--- src/rtl/ctrlpop.sv ---
// ctrlpop: extract-min controller for the 8-bit min-heap held in a
// single-port 256x8 memory (1-indexed, root at address 1).
//
// Ports:
//   clk      in   rising-edge clock
//   reset    in   asynchronous active-high reset
//   start    in   pop request, sampled only in IDLE
//   size     in   current element count from the size register
//   mdout    in   memory read data, combinational from maddr
//   sizedec  out  one-cycle pulse, size register decrements next edge
//   mwen     out  memory write enable
//   maddr    out  memory address
//   mdin     out  memory write data
//   dout     out  popped value, held until the next non-empty pop
//   done     out  one-cycle completion pulse

module ctrlpop (
   input  logic       clk,
   input  logic       reset,
   input  logic       start,
   input  logic [7:0] size,
   input  logic [7:0] mdout,
   output logic       sizedec,
   output logic       mwen,
   output logic [7:0] maddr,
   output logic [7:0] mdin,
   output logic [7:0] dout,
   output logic       done
);

   typedef enum logic [3:0] {
      IDLE  = 4'd0,
      INIT  = 4'd1,
      LAST  = 4'd2,
      LEFT  = 4'd3,
      RIGHT = 4'd4,
      COMP  = 4'd5,
      PLACE = 4'd6,
      DONE  = 4'd7
   } state_t;

   state_t     state;
   logic [7:0] n;
   logic [7:0] x;
   logic [7:0] idx;
   logic [7:0] cv;
   logic [7:0] cidx;

   // Child indices are formed 9 bits wide so 2*idx never wraps.
   logic [8:0] c;
   logic [8:0] rc;
   logic       left_ok;
   logic       right_ok;
   logic       right_wins;
   logic       move;

   assign c          = {idx, 1'b0};
   assign rc         = {1'b0, cidx} + 9'd1;
   assign left_ok    = c <= {1'b0, n};
   assign right_ok   = rc <= {1'b0, n};
   // Strict compare: on a tie the left child is kept.
   assign right_wins = right_ok && (mdout < cv);
   // Strict compare: a child equal to x ends the sift.
   assign move       = cv < x;

   // Memory reads are combinational, so the address must be a
   // function of the current state rather than a registered value.
   always_comb begin
      sizedec = 1'b0;
      mwen    = 1'b0;
      maddr   = 8'd0;
      mdin    = (state == COMP) ? cv : x;
      done    = 1'b0;
      unique case (state)
         INIT: begin
            maddr   = 8'd1;
            sizedec = 1'b1;
         end
         LAST: begin
            maddr = n + 8'd1;
         end
         LEFT: begin
            if (left_ok) begin
               maddr = c[7:0];
            end
         end
         RIGHT: begin
            maddr = rc[7:0];
         end
         COMP: begin
            if (move) begin
               mwen  = 1'b1;
               maddr = idx;
            end
         end
         PLACE: begin
            mwen  = 1'b1;
            maddr = idx;
         end
         DONE: begin
            done = 1'b1;
         end
         default: begin
         end
      endcase
   end

   always_ff @(posedge clk or posedge reset) begin
      if (reset) begin
         state <= IDLE;
         n     <= 8'd0;
         x     <= 8'd0;
         idx   <= 8'd0;
         cv    <= 8'd0;
         cidx  <= 8'd0;
         dout  <= 8'd0;
      end else begin
         unique case (state)
            IDLE: begin
               if (start) begin
                  // An empty pop skips straight to DONE untouched.
                  state <= (size == 8'd0) ? DONE : INIT;
               end
            end
            INIT: begin
               dout  <= mdout;
               n     <= size - 8'd1;
               idx   <= 8'd1;
               state <= LAST;
            end
            LAST: begin
               x     <= mdout;
               state <= (n == 8'd0) ? DONE : LEFT;
            end
            LEFT: begin
               if (left_ok) begin
                  cv    <= mdout;
                  cidx  <= c[7:0];
                  state <= RIGHT;
               end else begin
                  state <= PLACE;
               end
            end
            RIGHT: begin
               // Read beyond n is ignored via right_ok.
               if (right_wins) begin
                  cv   <= mdout;
                  cidx <= rc[7:0];
               end
               state <= COMP;
            end
            COMP: begin
               if (move) begin
                  idx   <= cidx;
                  state <= LEFT;
               end else begin
                  state <= PLACE;
               end
            end
            PLACE: begin
               state <= DONE;
            end
            DONE: begin
               state <= IDLE;
            end
            default: begin
               state <= IDLE;
            end
         endcase
      end
   end

endmodule
--- config.mk ---
export PLATFORM = sky130hd
export DESIGN_NAME = ctrlpop
export DESIGN_NICKNAME = d
export VERILOG_FILES = /design/src/rtl/ctrlpop.sv
export SDC_FILE = /design/constraint.sdc
export NUM_CORES = 1
export LEC_CHECK = 0
export BUFFER_PORTS_ARGS = -buffer_cell sky130_fd_sc_hd__buf_2
export CORE_ASPECT_RATIO = 0.5
export CORE_UTILIZATION = 63
export DETAILED_ROUTE_END_ITERATION = 16
export GPL_TIMING_DRIVEN = 0
export HOLD_SLACK_MARGIN = 0.08
export PLACE_DENSITY = 0.88
export SYNTH_ARGS = -nofsm -noshare
export SYNTH_HDL_FRONTEND = slang
export SYNTH_SLANG_ARGS = --single-unit
--- constraint.sdc ---
create_clock -name clk -period 5.6 [get_ports clk]
set_clock_uncertainty 0.2 [all_clocks]
set_input_delay 0.84 -clock clk [delete_from_list [all_inputs] [get_ports clk]]
set_output_delay 0.84 -clock clk [all_outputs]
set_load 0.02 [all_outputs]
==> metrics <==
total power 2.45 mW; EDFF count, synth 0; power density over the cells 596 mW/mm^2; RSZ-0062 raised after global routing no; Tightest Pin Transition 0.769 ns; Final Cycle Share 0.678; largest net degree at the start of global routing 37; count of pins over their slew limit 0; worst endpoint required time 4.56 ns; starting density of the core 0.657; Synth Flop Type dfrtp_1; Setup TNS Final 0 ns; crit path kind flip-flop to output port; DR vias/cell 6.06; Vias 3120; DRT iter0 DRCs 274; CTS tree yes; crit path DAT 2.75 ns; Post-DP HPWL 6480 um; Max clock buf depth 2; H-tree depth 2; Yosys warning total 0; die height 55.6 um; max frequency 0.264 GHz; # resized after CTS 0; relative slew slack 0.487; critical path peak fanout 10; Wirelength per Cell 17.2 um; Syn Nets 441; Site Rows 19; FF-to-FF setup slack 2.30 ns; crit start category flip-flop; CTS root buf clkbuf_16; min Tclk post-route 3.79 ns; n_diodes 0; global-route wire length before repair 14400 um; top cells by area, synth dfrtp_1 (35%), ha_1 (12%), mux2_2 (7.2%); Hold WC Path Type flip-flop to flip-flop; total grt overflow 0; chip width 109 um; worst vdd ir 0.000436 V; # fillers 415; PnR worst setup slack 1.81 ns; sequential element share of the synthesized area 0.352; PortBufs 45; Hold Violations, Final 0; Routed Antenna Nets 0; nets 494; Core ar. 0.00552 sq mm; layout cells sized above 1 0.219; top-count cell post-synth dfrtp_1; Setup WS pre-CTS 2.17 ns; GP Congestion 0.888; clock-pin slew on the worst setup and hold paths 0.07 ns; Mapped Area 0.00362 sq mm; max_cap viols 0; # DRC 0; Die Area 0.00608 sq mm; TritonCTS Buffers 5; Hold WS 0.304 ns; Util after Layout 0.745; Setup crit end kind output port; vias in the first global route 2957; DRT Wirelength 8840 um; Synth top cells by count dfrtp_1 (51), nand2_1 (42), ha_1 (34); final-report setup violation count 0; LEAKAGE 2.05 nW; Gate Count Post-Synth 388; syn_area_per_cell 9.34 sq um; top cell type's share of synthesized area 0.352; clk_lat worst skew 0.30 ns; io pins 46; antenna violations before repair 0; status finished, final reports clean; hold-fix buffers at CTS 0; Yosys top cell by area dfrtp_1; Distinct cells, synth 48; Initial DRT Pass Iterations 5; postcts setup bufs 0; clk sinks 51; Seq cells post-synth 51; Synth async-reset ratio 1.00; gr usage total 0.314; area delta synth->final 13.5%
## kinds of logic after synthesis
| family | share of synthesized area |
|---|---|
| mux | 0.113 |
| compound gates | 0.151 |
| buf+inv | 0.0563 |
| xor+xnor | 0.0411 |
| fa+ha+maj | 0.117 |
| flops | 0.352 |
| simple gates | 0.169 |
## final timing paths
path | from | to | cells past startpoint
hold / removal | dout[0] | dout[0] | 1
max in group asynchronous | reset | idx[3] | 3
setup / recovery | x[5] | maddr[1] | 10
min in group asynchronous | reset | idx[6] | 2
hold reg to reg | dout[0] | dout[0] | 1
setup reg to reg | cidx[0] | cv[4] | 12
## placed cells by master (no fill, tap or decap), drive strengths merged, types with 2 or more instances in the layout
master  count
mux2i       2
a211o       2
nor4        2
nor2b      10
inv        33
a21o        4
a21oi      16
buf        51
o21ai      28
nor2       27
nand3      14
a211oi      2
nand2      43
xor2        6
a31oi       2
nand2b      9
dfrtp      51
o21a        3
nand4       3
mux2       32
nand3b      2
nor3        3
a22oi       4
ha         34
a41oi       2
o211ai      5
xnor2      11
o221ai      2
a221o       8
and3        5
clkbuf     16
## routing by layer
layer  vias up  part of all wire  track usage
met5         -                 0            0
met4         0             0.020       0.0857
met3        18             0.074       0.0667
met2       149              0.47        0.508
met1      1471              0.44        0.430
li1       1482                 -            -
## flip-flops by register name, summed over array words and instances (netlist names)
signal and count:
idx 8, cidx 8, n 8, cv 8
x 8, state 3, dout 8
## cell type report
class | count | area, sq um | area share
tap | 73 | 91.3 | 0.0222
clock buffer | 5 | 125 | 0.0304
buffer | 16 | 87.6 | 0.0213
clock inverter | 3 | 27.5 | 0.00670
sequential | 51 | 1280 | 0.310
multi-input combinational | 290 | 2140 | 0.521
timing repair buffer | 46 | 245 | 0.0596
inverter | 31 | 116 | 0.0283
## worst max-delay path: stages (launching register included)
cell     delay, ns
dfrtp_1       0.35
inv_1         0.06
ha_1          0.31
a21o_1        0.16
a21o_1        0.17
a21oi_1       0.13
o21ai_1       0.21
nor2_2        0.38
buf_2         0.33
a221o_1       0.19
buf_2         0.17
## report_power, final
part,internal [mW],switching (mW),total [mW],leakage (nW)
combinational,0.608,0.851,1.46,1.35
clock,0.171,0.154,0.325,0.0723
sequential,0.522,0.145,0.667,0.622
total,1.30,1.15,2.45,2.05
## metrics by stage
| stage | cells | cell area (sq um) |
|---|---|---|
| floorplan | 388 | 3620 |
| global placement | 506 | 3940 |
| detailed placement | 507 | 3960 |
| CTS | 515 | 4110 |
| global route | 515 | 4110 |
| finish | 515 | 4110 |
(Power assumes the default switching activity.)
